==> src/rtl/cross_bar_pkg.sv <==
// cross_bar_pkg: shared widths, slave-select field, command encoding and round-robin helper.
package cross_bar_pkg;
    localparam int N_MASTERS = 4;
    localparam int N_SLAVES  = 4;
    localparam int ADDR_W    = 32;
    localparam int DATA_W    = 32;
    localparam int SEL_MSB   = 31;
    localparam int SEL_LSB   = 30;
    localparam int SEL_W     = SEL_MSB - SEL_LSB + 1;
    localparam int M_IDX_W   = $clog2(N_MASTERS);

    typedef logic [M_IDX_W-1:0] mid_t;
    typedef enum logic {CMD_READ = 1'b0, CMD_WRITE = 1'b1} cmd_e;

    // First requester at or after ptr, wrapping; scanning downward lets the nearest win.
    function automatic mid_t rr_pick(input logic [N_MASTERS-1:0] req, input mid_t ptr);
        mid_t idx;
        rr_pick = ptr;
        for (int k = N_MASTERS - 1; k >= 0; k--) begin
            idx = ptr + mid_t'(k);
            if (req[idx]) rr_pick = idx;
        end
    endfunction
endpackage

==> src/rtl/cross_bar_if.sv <==
// cross_bar_if: request/acknowledge bus between a master and a slave.
interface cross_bar_if;
    import cross_bar_pkg::*;
    logic              _req;
    logic [ADDR_W-1:0] _addr;
    logic              _cmd;
    logic [DATA_W-1:0] _wdata;
    logic              _ack;
    logic [DATA_W-1:0] _rdata;

    modport master (output _req, _addr, _cmd, _wdata, input _ack, _rdata);
    modport slave  (input _req, _addr, _cmd, _wdata, output _ack, _rdata);
endinterface

==> src/rtl/cross_bar_rr_arbiter.sv <==
// rr_arbiter: per-slave round-robin arbiter; pointer advances past the winner only on ack.
module rr_arbiter
    import cross_bar_pkg::*;
(
    input  logic                 clk,
    input  logic                 rst_n,
    input  logic [N_MASTERS-1:0] req,
    input  logic                 ack,
    output logic [N_MASTERS-1:0] gnt,
    output mid_t                 gnt_idx
);
    mid_t ptr;

    always_comb begin
        gnt_idx = rr_pick(req, ptr);
        gnt     = N_MASTERS'(|req) << gnt_idx;
    end

    always_ff @(posedge clk or negedge rst_n) begin
        if (!rst_n) ptr <= '0;
        else if (ack && |req) ptr <= gnt_idx + mid_t'(1);
    end
endmodule

==> src/rtl/cross_bar.sv <==
// cross_bar: 4x4 request/ack crossbar with per-slave round-robin arbitration and 1-cycle read return.
module cross_bar
    import cross_bar_pkg::*;
(
    input  logic        clk,
    input  logic        rst_n,
    cross_bar_if.slave  master_0_if,
    cross_bar_if.slave  master_1_if,
    cross_bar_if.slave  master_2_if,
    cross_bar_if.slave  master_3_if,
    cross_bar_if.master slave_0_if,
    cross_bar_if.master slave_1_if,
    cross_bar_if.master slave_2_if,
    cross_bar_if.master slave_3_if
);
    logic [N_MASTERS-1:0] master_request;
    logic [N_MASTERS-1:0] requests_to_all_arbiters_from_all_masters [N_SLAVES-1:0];
    logic [ADDR_W-1:0]    m_addr  [N_MASTERS];
    logic [N_MASTERS-1:0] m_cmd;
    logic [DATA_W-1:0]    m_wdata [N_MASTERS];
    logic [N_MASTERS-1:0] m_ack;
    logic [DATA_W-1:0]    m_rdata [N_MASTERS];
    logic [N_SLAVES-1:0]  s_req, s_cmd, s_ack;
    logic [ADDR_W-1:0]    s_addr  [N_SLAVES];
    logic [DATA_W-1:0]    s_wdata [N_SLAVES];
    logic [DATA_W-1:0]    s_rdata [N_SLAVES];
    logic [N_MASTERS-1:0] gnt     [N_SLAVES];
    mid_t                 gnt_idx [N_SLAVES];
    logic [N_SLAVES-1:0]  pend_v;
    mid_t [N_SLAVES-1:0]  pend_id;

    assign master_request = {master_3_if._req, master_2_if._req, master_1_if._req, master_0_if._req};
    assign m_cmd   = {master_3_if._cmd, master_2_if._cmd, master_1_if._cmd, master_0_if._cmd};
    assign m_addr  = '{master_0_if._addr, master_1_if._addr, master_2_if._addr, master_3_if._addr};
    assign m_wdata = '{master_0_if._wdata, master_1_if._wdata, master_2_if._wdata, master_3_if._wdata};
    assign s_ack   = {slave_3_if._ack, slave_2_if._ack, slave_1_if._ack, slave_0_if._ack};
    assign s_rdata = '{slave_0_if._rdata, slave_1_if._rdata, slave_2_if._rdata, slave_3_if._rdata};

    assign master_0_if._ack = m_ack[0];
    assign master_1_if._ack = m_ack[1];
    assign master_2_if._ack = m_ack[2];
    assign master_3_if._ack = m_ack[3];
    assign master_0_if._rdata = m_rdata[0];
    assign master_1_if._rdata = m_rdata[1];
    assign master_2_if._rdata = m_rdata[2];
    assign master_3_if._rdata = m_rdata[3];

    assign slave_0_if._req = s_req[0];
    assign slave_1_if._req = s_req[1];
    assign slave_2_if._req = s_req[2];
    assign slave_3_if._req = s_req[3];
    assign slave_0_if._addr = s_addr[0];
    assign slave_1_if._addr = s_addr[1];
    assign slave_2_if._addr = s_addr[2];
    assign slave_3_if._addr = s_addr[3];
    assign slave_0_if._cmd = s_cmd[0];
    assign slave_1_if._cmd = s_cmd[1];
    assign slave_2_if._cmd = s_cmd[2];
    assign slave_3_if._cmd = s_cmd[3];
    assign slave_0_if._wdata = s_wdata[0];
    assign slave_1_if._wdata = s_wdata[1];
    assign slave_2_if._wdata = s_wdata[2];
    assign slave_3_if._wdata = s_wdata[3];

    for (genvar s = 0; s < N_SLAVES; s++) begin : g_slave
        for (genvar m = 0; m < N_MASTERS; m++) begin : g_req
            assign requests_to_all_arbiters_from_all_masters[s][m] =
                master_request[m] && m_addr[m][SEL_MSB:SEL_LSB] == SEL_W'(s);
        end
        rr_arbiter u_arb (
            .clk     (clk),
            .rst_n   (rst_n),
            .req     (requests_to_all_arbiters_from_all_masters[s]),
            .ack     (s_ack[s]),
            .gnt     (gnt[s]),
            .gnt_idx (gnt_idx[s])
        );
        assign s_req[s]   = |gnt[s];
        assign s_addr[s]  = s_req[s] ? m_addr[gnt_idx[s]]  : '0;
        assign s_cmd[s]   = s_req[s] ? m_cmd[gnt_idx[s]]   : 1'b0;
        assign s_wdata[s] = s_req[s] ? m_wdata[gnt_idx[s]] : '0;
    end

    always_ff @(posedge clk or negedge rst_n) begin
        if (!rst_n) begin
            pend_v  <= '0;
            pend_id <= '0;
        end else begin
            for (int s = 0; s < N_SLAVES; s++) begin
                pend_v[s]  <= s_req[s] && s_ack[s] && s_cmd[s] == CMD_READ;
                pend_id[s] <= gnt_idx[s];
            end
        end
    end

    // A master has at most one request in flight, so at most one slave term is non-zero per master.
    always_comb begin
        for (int m = 0; m < N_MASTERS; m++) begin
            m_ack[m]   = 1'b0;
            m_rdata[m] = '0;
            for (int s = 0; s < N_SLAVES; s++) begin
                m_ack[m]   = m_ack[m] | (s_req[s] && s_ack[s] && gnt_idx[s] == mid_t'(m));
                m_rdata[m] = m_rdata[m] | ((pend_v[s] && pend_id[s] == mid_t'(m)) ? s_rdata[s] : '0);
            end
        end
    end
endmodule

==> src/flat_wrapper.sv <==
// flat-port wrapper written by rule: the top's interface ports become plain ports
module cross_bar_flat import cross_bar_pkg::*;
  (clk, rst_n, master_0_if__req, master_0_if__addr, master_0_if__cmd, master_0_if__wdata, master_0_if__ack, master_0_if__rdata, master_1_if__req, master_1_if__addr, master_1_if__cmd, master_1_if__wdata, master_1_if__ack, master_1_if__rdata, master_2_if__req, master_2_if__addr, master_2_if__cmd, master_2_if__wdata, master_2_if__ack, master_2_if__rdata, master_3_if__req, master_3_if__addr, master_3_if__cmd, master_3_if__wdata, master_3_if__ack, master_3_if__rdata, slave_0_if__req, slave_0_if__addr, slave_0_if__cmd, slave_0_if__wdata, slave_0_if__ack, slave_0_if__rdata, slave_1_if__req, slave_1_if__addr, slave_1_if__cmd, slave_1_if__wdata, slave_1_if__ack, slave_1_if__rdata, slave_2_if__req, slave_2_if__addr, slave_2_if__cmd, slave_2_if__wdata, slave_2_if__ack, slave_2_if__rdata, slave_3_if__req, slave_3_if__addr, slave_3_if__cmd, slave_3_if__wdata, slave_3_if__ack, slave_3_if__rdata);
  cross_bar_if master_0_if_i ();
  cross_bar_if master_1_if_i ();
  cross_bar_if master_2_if_i ();
  cross_bar_if master_3_if_i ();
  cross_bar_if slave_0_if_i ();
  cross_bar_if slave_1_if_i ();
  cross_bar_if slave_2_if_i ();
  cross_bar_if slave_3_if_i ();
  input  logic clk;
  input  logic rst_n;
  input wire logic [$bits(master_0_if_i._req)-1:0] master_0_if__req;
  input wire logic [$bits(master_0_if_i._addr)-1:0] master_0_if__addr;
  input wire logic [$bits(master_0_if_i._cmd)-1:0] master_0_if__cmd;
  input wire logic [$bits(master_0_if_i._wdata)-1:0] master_0_if__wdata;
  output wire logic [$bits(master_0_if_i._ack)-1:0] master_0_if__ack;
  output wire logic [$bits(master_0_if_i._rdata)-1:0] master_0_if__rdata;
  input wire logic [$bits(master_1_if_i._req)-1:0] master_1_if__req;
  input wire logic [$bits(master_1_if_i._addr)-1:0] master_1_if__addr;
  input wire logic [$bits(master_1_if_i._cmd)-1:0] master_1_if__cmd;
  input wire logic [$bits(master_1_if_i._wdata)-1:0] master_1_if__wdata;
  output wire logic [$bits(master_1_if_i._ack)-1:0] master_1_if__ack;
  output wire logic [$bits(master_1_if_i._rdata)-1:0] master_1_if__rdata;
  input wire logic [$bits(master_2_if_i._req)-1:0] master_2_if__req;
  input wire logic [$bits(master_2_if_i._addr)-1:0] master_2_if__addr;
  input wire logic [$bits(master_2_if_i._cmd)-1:0] master_2_if__cmd;
  input wire logic [$bits(master_2_if_i._wdata)-1:0] master_2_if__wdata;
  output wire logic [$bits(master_2_if_i._ack)-1:0] master_2_if__ack;
  output wire logic [$bits(master_2_if_i._rdata)-1:0] master_2_if__rdata;
  input wire logic [$bits(master_3_if_i._req)-1:0] master_3_if__req;
  input wire logic [$bits(master_3_if_i._addr)-1:0] master_3_if__addr;
  input wire logic [$bits(master_3_if_i._cmd)-1:0] master_3_if__cmd;
  input wire logic [$bits(master_3_if_i._wdata)-1:0] master_3_if__wdata;
  output wire logic [$bits(master_3_if_i._ack)-1:0] master_3_if__ack;
  output wire logic [$bits(master_3_if_i._rdata)-1:0] master_3_if__rdata;
  output wire logic [$bits(slave_0_if_i._req)-1:0] slave_0_if__req;
  output wire logic [$bits(slave_0_if_i._addr)-1:0] slave_0_if__addr;
  output wire logic [$bits(slave_0_if_i._cmd)-1:0] slave_0_if__cmd;
  output wire logic [$bits(slave_0_if_i._wdata)-1:0] slave_0_if__wdata;
  input wire logic [$bits(slave_0_if_i._ack)-1:0] slave_0_if__ack;
  input wire logic [$bits(slave_0_if_i._rdata)-1:0] slave_0_if__rdata;
  output wire logic [$bits(slave_1_if_i._req)-1:0] slave_1_if__req;
  output wire logic [$bits(slave_1_if_i._addr)-1:0] slave_1_if__addr;
  output wire logic [$bits(slave_1_if_i._cmd)-1:0] slave_1_if__cmd;
  output wire logic [$bits(slave_1_if_i._wdata)-1:0] slave_1_if__wdata;
  input wire logic [$bits(slave_1_if_i._ack)-1:0] slave_1_if__ack;
  input wire logic [$bits(slave_1_if_i._rdata)-1:0] slave_1_if__rdata;
  output wire logic [$bits(slave_2_if_i._req)-1:0] slave_2_if__req;
  output wire logic [$bits(slave_2_if_i._addr)-1:0] slave_2_if__addr;
  output wire logic [$bits(slave_2_if_i._cmd)-1:0] slave_2_if__cmd;
  output wire logic [$bits(slave_2_if_i._wdata)-1:0] slave_2_if__wdata;
  input wire logic [$bits(slave_2_if_i._ack)-1:0] slave_2_if__ack;
  input wire logic [$bits(slave_2_if_i._rdata)-1:0] slave_2_if__rdata;
  output wire logic [$bits(slave_3_if_i._req)-1:0] slave_3_if__req;
  output wire logic [$bits(slave_3_if_i._addr)-1:0] slave_3_if__addr;
  output wire logic [$bits(slave_3_if_i._cmd)-1:0] slave_3_if__cmd;
  output wire logic [$bits(slave_3_if_i._wdata)-1:0] slave_3_if__wdata;
  input wire logic [$bits(slave_3_if_i._ack)-1:0] slave_3_if__ack;
  input wire logic [$bits(slave_3_if_i._rdata)-1:0] slave_3_if__rdata;
  assign master_0_if_i._req = master_0_if__req;
  assign master_0_if_i._addr = master_0_if__addr;
  assign master_0_if_i._cmd = master_0_if__cmd;
  assign master_0_if_i._wdata = master_0_if__wdata;
  assign master_0_if__ack = master_0_if_i._ack;
  assign master_0_if__rdata = master_0_if_i._rdata;
  assign master_1_if_i._req = master_1_if__req;
  assign master_1_if_i._addr = master_1_if__addr;
  assign master_1_if_i._cmd = master_1_if__cmd;
  assign master_1_if_i._wdata = master_1_if__wdata;
  assign master_1_if__ack = master_1_if_i._ack;
  assign master_1_if__rdata = master_1_if_i._rdata;
  assign master_2_if_i._req = master_2_if__req;
  assign master_2_if_i._addr = master_2_if__addr;
  assign master_2_if_i._cmd = master_2_if__cmd;
  assign master_2_if_i._wdata = master_2_if__wdata;
  assign master_2_if__ack = master_2_if_i._ack;
  assign master_2_if__rdata = master_2_if_i._rdata;
  assign master_3_if_i._req = master_3_if__req;
  assign master_3_if_i._addr = master_3_if__addr;
  assign master_3_if_i._cmd = master_3_if__cmd;
  assign master_3_if_i._wdata = master_3_if__wdata;
  assign master_3_if__ack = master_3_if_i._ack;
  assign master_3_if__rdata = master_3_if_i._rdata;
  assign slave_0_if__req = slave_0_if_i._req;
  assign slave_0_if__addr = slave_0_if_i._addr;
  assign slave_0_if__cmd = slave_0_if_i._cmd;
  assign slave_0_if__wdata = slave_0_if_i._wdata;
  assign slave_0_if_i._ack = slave_0_if__ack;
  assign slave_0_if_i._rdata = slave_0_if__rdata;
  assign slave_1_if__req = slave_1_if_i._req;
  assign slave_1_if__addr = slave_1_if_i._addr;
  assign slave_1_if__cmd = slave_1_if_i._cmd;
  assign slave_1_if__wdata = slave_1_if_i._wdata;
  assign slave_1_if_i._ack = slave_1_if__ack;
  assign slave_1_if_i._rdata = slave_1_if__rdata;
  assign slave_2_if__req = slave_2_if_i._req;
  assign slave_2_if__addr = slave_2_if_i._addr;
  assign slave_2_if__cmd = slave_2_if_i._cmd;
  assign slave_2_if__wdata = slave_2_if_i._wdata;
  assign slave_2_if_i._ack = slave_2_if__ack;
  assign slave_2_if_i._rdata = slave_2_if__rdata;
  assign slave_3_if__req = slave_3_if_i._req;
  assign slave_3_if__addr = slave_3_if_i._addr;
  assign slave_3_if__cmd = slave_3_if_i._cmd;
  assign slave_3_if__wdata = slave_3_if_i._wdata;
  assign slave_3_if_i._ack = slave_3_if__ack;
  assign slave_3_if_i._rdata = slave_3_if__rdata;
  cross_bar u_core (.clk(clk), .rst_n(rst_n), .master_0_if(master_0_if_i), .master_1_if(master_1_if_i), .master_2_if(master_2_if_i), .master_3_if(master_3_if_i), .slave_0_if(slave_0_if_i), .slave_1_if(slave_1_if_i), .slave_2_if(slave_2_if_i), .slave_3_if(slave_3_if_i));
endmodule
==> config.mk <==
export PLATFORM = sky130hd
export DESIGN_NAME = cross_bar_flat
export DESIGN_NICKNAME = d
export VERILOG_FILES = /design/src/rtl/cross_bar_pkg.sv /design/src/rtl/cross_bar_if.sv /design/src/rtl/cross_bar_rr_arbiter.sv /design/src/rtl/cross_bar.sv /design/src/flat_wrapper.sv
export SDC_FILE = /design/constraint.sdc
export NUM_CORES = 1
export LEC_CHECK = 0
export CAP_MARGIN = 0
export CORE_AREA = 2 2 308 310
export CTS_BUF_LIST = sky130_fd_sc_hd__clkbuf_4 sky130_fd_sc_hd__clkbuf_8
export DETAILED_ROUTE_END_ITERATION = 7
export DIE_AREA = 0 0 310 312
export GPL_TIMING_DRIVEN = 1
export HOLD_SLACK_MARGIN = 0.05
export PLACE_DENSITY_LB_ADDON = 0.12
export SLEW_MARGIN = 10
export SYNTH_ARGS = -nofsm -noshare
export SYNTH_HDL_FRONTEND = slang
export SYNTH_HIERARCHICAL = 1
export SYNTH_SLANG_ARGS = --single-unit
==> constraint.sdc <==
create_clock -name clk -period 4.93 [get_ports clk]
set_input_delay 0.493 -clock clk [delete_from_list [all_inputs] [get_ports clk]]
set_output_delay 0.493 -clock clk [all_outputs]
set_load 0.01 [all_outputs]
==> run summary, run 1 <==
status: finished, final reports clean
setup tns final: 0 ns
Reg2Reg Depth: 6
cts repair resizes: 0
Final min period: 4.66 ns
IO Pins: 794
global-route wire length before repair: 128 mm
# clock sinks: 20
commonest non-fill, non-tap cell in the layout: clkdlybuf4s50_1
sequential-to-total area share from yosys stat: 3.97%
Worst slew margin: 14.9%
worst-margin pin slew: 1.28 ns
Power per Cell Area: 326 nW/um^2
RSZ-0062 raised after global routing: no
htree depth: 1
post-route insts no fill: 3260
vias: 15.8k
Top FF cell, synth: dfrtp_1
Tcrit/Tclk final: 94.6%
Mapped Cells: 1313
number of remaining DRC errors: 0
post-layout net count: 2401
CTS tree: yes
syn avg cell area: 9.61 sq um
Die Footprint: 96700 sq um
Max Clock Skew: 0.00496 ns
Fin. Hold Viols: 0
DR iter-0 viols: 1278
core region area: 93000 sq um
endpoints failing setup: 0
Avg Vias per Cell: 4.84
Yosys cell types: 42
DRT Pass-1 Iters: 6
Reg-to-Reg Start: u_core/g_slave[3].u_arb/ptr[1]
Clock Tree Root: clkbuf_8
Worst Path Required: 4.44 ns
commonest cells after routing, fill and taps aside: clkdlybuf4s50_1, and2_1, mux4_2
Crit Path Class: input port to output pin
GRT Util Overall: 18.0%
row count: 112
drt wl/cell: 28.1 microns
CP arrival: 4.17 ns
CTS Buf Count: 3
Mapped Nets: 1711
final max-slew violation count: 0
Post-Route WL: 91.5 mm
vias in the first global route: 16.7k
global route overflow: 0
YS warnings: 6
clk slew on worst S/H paths: 0.08 ns
Crit. End Element: output pin
Max Clk Rate: 214 MHz
Power, Total: 0.00721 W
leakage power: 7.64 nW
antenna viol nets, final: 0
Tightest Hold Check Type: input port to async pin
placed insts: 3252
die height: 312 microns
synth-to-layout area growth: 75.6%
Max Fanout on Critical Path: 38
die width: 310 microns
post-detail-place hpwl: 70.3 mm
EDFF count, synth: 0
asr flop ratio synth: 100%
Setup Fix Bufs, Post-CTS: 0
CP Launch Type: input port
total of max-cap violations: 0
Initial Util: 13.6%
#FFs+latches synth: 20
synthesized area: 12600 sq um
worst vdd ir: 0.234 mV
clk_lat worst skew: 0.27 ns
port bufs: 793
largest net degree at the start of global routing: 68
worst reg2reg path endpoint: u_core/pend_v[3]
CTS Buffer Depth: 2
GPL Wtd Cong: 0.845
share of cells above drive strength 1: 18.1%
CTS Hold Buffers Added: 0
initial antenna violation count: 17
r2r setup slk: 2.31 ns
per-stage QoR:
| stage | hold WS (ns) | utilization (%) | setup WS [ns] | area, sq um |
|---|---|---|---|---|
| floorplan | 0.197 | - | 1.75 | 12600 |
| global placement | 0.602 | 23.7 | 0.259 | 22100 |
| detailed placement | 0.615 | 23.7 | 0.294 | 22100 |
| CTS | 0.642 | 23.8 | 0.290 | 22200 |
| global route | 0.243 | 23.8 | 0.0419 | 22200 |
| finish | 0.207 | 23.8 | 0.267 | 22200 |
cells in the mapped netlist (8+ instances only):
cell      number  share of area [%]
clkbuf_1      95                2.8
a22o_1         8               0.56
inv_1         16               0.48
dfrtp_1       20                4.0
a22oi_1      240                 14
mux4_2       260                 46
and2_1       272                 13
nor3b_1        8               0.48
o21ai_0       16               0.63
nand2_1      144                4.3
nor2_1        38                1.1
and3_1         8               0.40
a221o_1        8               0.63
buf_2         53                2.1
o221a_2        8               0.71
a21oi_1       20               0.79
o22ai_1        8               0.40
buf_6         14                1.2
and3b_1        8               0.56
routing by layer:
metal	vias up	track usage [%]	share of wire [%]
met2	841	32.4	51
met4	22	4.03	2.6
met1	8124	20.6	37
met3	113	5.38	9.3
li1	6666	-	-
met5	-	0	0.17
sequential cells by signal, summed over array words and instances (netlist names):
register	flops
u_core/g_slave.u_arb/ptr	8
u_core/pend_id	8
u_core/pend_v	4
worst max-delay path by stage:
stage | start | endpoint | slack, ns | cells past startpoint
2_1_floorplan | master_1_if__addr[30] | slave_0_if__wdata[14] | 1.75 | 9
3_3_place_gp | master_1_if__addr[30] | slave_3_if__addr[2] | 0.26 | 9
3_5_place_dp | master_2_if__addr[30] | slave_3_if__wdata[29] | 0.29 | 10
4_1_cts | master_2_if__addr[30] | slave_3_if__wdata[29] | 0.29 | 10
5_1_grt | master_1_if__addr[30] | slave_3_if__wdata[23] | 0.04 | 9
6_report | master_2_if__addr[30] | slave_3_if__wdata[29] | 0.27 | 10
power breakdown:
part | leakage (nW) | switching, W | internal, W
Clock | 0.0357 | 0.0000635 | 0.000108
Sequential | 0.245 | 0.000120 | 0.000220
Combinational | 7.36 | 0.00314 | 0.00356
cell type report:
class                           instances  area, sq um
Tap cell                             1254         1570
Sequential cell                        20          500
Inverter                               20         75.1
Clock inverter                          1         30.0
Antenna cell                            4         10.0
Clock buffer                            3         41.3
Multi-Input combinational cell       1105        11300
Timing Repair Buffer                  853         8620
Fill cell                           10009        70900
worst max-delay path: stages:
cell	delay (ns)
clkdlybuf4s50_1	0.67
and3_1	0.51
nand2b_1	0.13
o21ai_1	0.10
a221o_2	0.20
o21a_4	0.69
buf_4	0.32
mux4_2	0.31
and2_1	0.17
clkdlybuf4s50_1	0.55
cell families (layout without fill, tap and decap cells):
logic type | after synthesis | after routing | share of synthesized area, %
AOI/OAI and AO/OA | 351 | 351 | 21.2
buffers and inverters | 188 | 877 | 7.07
DFF | 20 | 20 | 3.97
muxes | 260 | 260 | 46.4
other | 0 | 4 | 0
and+or+nand+nor | 494 | 494 | 21.3
(Power assumes the default switching activity.)
==> inputs of run 2 (changes only) <==
--- a/config.mk
+++ b/config.mk
@@ -5,15 +5,16 @@
 export SDC_FILE = /design/constraint.sdc
 export NUM_CORES = 1
 export LEC_CHECK = 0
+export ABC_AREA = 1
 export CAP_MARGIN = 0
 export CORE_AREA = 2 2 308 310
 export CTS_BUF_LIST = sky130_fd_sc_hd__clkbuf_4 sky130_fd_sc_hd__clkbuf_8
 export DETAILED_ROUTE_END_ITERATION = 7
 export DIE_AREA = 0 0 310 312
-export GPL_TIMING_DRIVEN = 1
+export GPL_TIMING_DRIVEN = 0
 export HOLD_SLACK_MARGIN = 0.05
 export PLACE_DENSITY_LB_ADDON = 0.12
-export SLEW_MARGIN = 10
+export SLEW_MARGIN = 20
 export SYNTH_ARGS = -nofsm -noshare
 export SYNTH_HDL_FRONTEND = slang
 export SYNTH_HIERARCHICAL = 1
==> run 2 against run 1 <==
Net effect:
- flip-flop and latch count unchanged
- routed wire length grew 48%
- worst setup slack got worse by 0.21 ns
- sequential power fell by 11%
- non-clock buffer count is 181 higher
- critical path depth increased by 12
- first-iteration DRC count grew 100%
- critical endpoint is now slave_0_if__addr[23]
==> run summary, run 2 <==
vias in the first global route: 24.5k
row count: 112
placed insts: 5179
final max-slew violation count: 0
Synth top area share: 24.1%
EDFF count, synth: 0
Die Footprint: 96700 sq um
clk slew on worst S/H paths: 0.08 ns
Worst Path Required: 4.44 ns
Mapped Nets: 3530
asr flop ratio synth: 100%
synth-to-layout area growth: 70.1%
syn avg cell area: 4.54 sq um
Top FF cell, synth: dfrtp_1
worst reg2reg path endpoint: u_core/pend_v[1]
core region area: 93000 sq um
GPL Wtd Cong: 0.958
commonest non-fill, non-tap cell in the layout: nand2_1
Mapped Cells: 3132
initial antenna violation count: 39
DRT Pass-1 Iters: 5
sequential-to-total area share from yosys stat: 3.52%
CP Launch Type: input port
GRT Util Overall: 26.6%
clk_lat worst skew: 0.26 ns
largest registers: u_core/g_slave.u_arb/ptr x8, u_core/pend_id x8, u_core/pend_v x4
Post-Route WL: 136 mm
endpoints failing setup: 0
Final Instance Area: 24200 sq um
IO Pins: 794
commonest cells in the netlist: nand2_1, nor2_1, o21ai_0
global-route wire length before repair: 187 mm
synthesized area: 14200 sq um
number of remaining DRC errors: 0
CTS Buf Count: 3
leakage power: 10.1 nW
status: finished, final reports clean
htree depth: 1
port bufs: 793
Clock Tree Root: clkbuf_8
largest net degree at the start of global routing: 21
Fin. Hold Viols: 0
die height: 312 microns
synth top area cells: nand2_1, nor2_1, o21ai_0
vias: 25.2k
Initial Util: 15.3%
post-route insts no fill: 5207
Final min period: 4.87 ns
Crit. End Element: output pin
Max Clock Skew: 0.00476 ns
DR iter-0 viols: 2619
Power per Cell Area: 972 nW/um^2
Reg-to-Reg Start: u_core/g_slave[1].u_arb/ptr[0]
# clock sinks: 20
CTS Hold Buffers Added: 0
post-layout net count: 4329
Tightest Hold Check Type: input port to async pin
r2r setup slk: 2.27 ns
Yosys cell types: 22
worst-margin pin slew: 0.814 ns
Worst slew margin: 45.7%
commonest cells after routing, fill and taps aside: nand2_1, clkdlybuf4s50_1, nor2_1
YS warnings: 6
worst vdd ir: 0.436 mV
Tcrit/Tclk final: 98.7%
count leader, synth: nand2_1
area post-placement: 23700 sq um
total of max-cap violations: 0
Max Clk Rate: 205 MHz
CTS tree: yes
#FFs+latches synth: 20
die width: 310 microns
post-detail-place hpwl: 111 mm
RSZ-0062 raised after global routing: yes
share of cells above drive strength 1: 7.74%
CTS Buffer Depth: 2
Reg2Reg Depth: 17
global route overflow: 0
drt wl/cell: 26.1 microns
CP arrival: 4.38 ns
Crit Path Class: input port to output pin
Avg Vias per Cell: 4.85
antenna viol nets, final: 0
Max Fanout on Critical Path: 10
largest area contributor in the netlist: nand2_1
## run 2: changes by cell type in the layout (fill, tap and decap cells not counted), sizes merged, moves of 240 or more
| cell | delta |
|---|---|
| a22oi | -240 |
| and2 | -272 |
| inv | +253 |
| mux4 | -260 |
| nand2 | +822 |
| nand4 | +292 |
| nor2 | +647 |
| o21ai | +536 |
## run 2: cell families (layout without fill, tap and decap cells)
kind of cell	count (synthesis)	after routing	share of synthesized area, %
other cells	0	23	0
simple gates	2043	2043	61.7
compound gates	556	556	19.6
buf+inv	513	1311	15.2
flops	20	20	3.52
## run 2: critical path: stages
cell	delay, ns
clkdlybuf4s50_1	0.45
inv_1	0.10
nor3_1	0.37
inv_1	0.10
nand2_2	0.09
nand3_1	0.10
nand2_1	0.08
inv_1	0.04
nand2_1	0.06
nand2_2	0.06
nand2_2	0.06
nand2_2	0.06
nand2_2	0.20
nand2_2	0.09
nor2_1	0.09
nor2_1	0.05
nand2_1	0.25
inv_1	0.09
buf_2	0.25
buf_2	0.27
nor2_1	0.30
clkdlybuf4s50_1	0.70
## run 2: area by class of cell
class                           instances  area [sq um]
Fill cell                           11033         68900
Multi-Input combinational cell       2599         11800
Timing Repair Buffer                  794          7960
Tap cell                             1254          1570
Buffer                                240          1180
Inverter                              273          1050
Sequential cell                        20           500
Antenna cell                           23          57.6
Clock buffer                            3          41.3
Clock inverter                          1          30.0
## run 2: worst max path at each step
stage | from | to | slack (ns) | cells after the start
after global routing | master_2_if__req | slave_0_if__addr[23] | -0.17 | 22
final | master_2_if__req | slave_0_if__addr[23] | 0.06 | 22
after detailed placement | master_1_if__addr[31] | slave_2_if__wdata[29] | -0.55 | 19
after CTS | master_1_if__addr[30] | slave_0_if__addr[23] | -0.03 | 21
after global placement | master_1_if__addr[31] | slave_2_if__wdata[29] | -0.55 | 19
after floorplan | master_1_if__addr[30] | slave_3_if__addr[12] | 1.92 | 20
## run 2: per-layer routing
layer | part of all wire (%) | wire [microns] | global-route usage, % | vias to the layer above
li1 | - | - | - | 11804
met1 | 38 | 51200 | 30.7 | 11844
met2 | 49 | 66000 | 46.5 | 1309
met3 | 8.8 | 11900 | 6.12 | 257
met4 | 4.8 | 6560 | 11.6 | 32
met5 | 0.17 | 226 | 0 | -
## run 2: repair_timing
item | CTS | global route
pin swaps | 0 | 1
resized for setup | 77 | 67
setup endpoints to repair | 180 | 230
setup buffers | 0 | 1
## run 2: stage by stage
stage	setup TNS, ns	hold WS [ns]	power [W]	util, %	setup WS, ns
after floorplan	0	0.197	0.0106	-	1.92
after detailed placement	-30.86	0.606	0.0227	25.5	-0.548
after global routing	-3.39	0.217	0.0248	25.9	-0.169
after CTS	-0.0371	0.632	0.0232	25.8	-0.0277
after global placement	-35.19	0.610	0.0228	25.5	-0.549
final	0	0.181	0.0235	26.0	0.0617
## run 2: report_power, final
group	internal (W)	switching, W	leakage (nW)
Clock	0.000108	0.0000545	0.0358
Sequential	0.000240	0.0000616	0.249
Combinational	0.00783	0.0152	9.79
Total	0.00818	0.0153	10.1
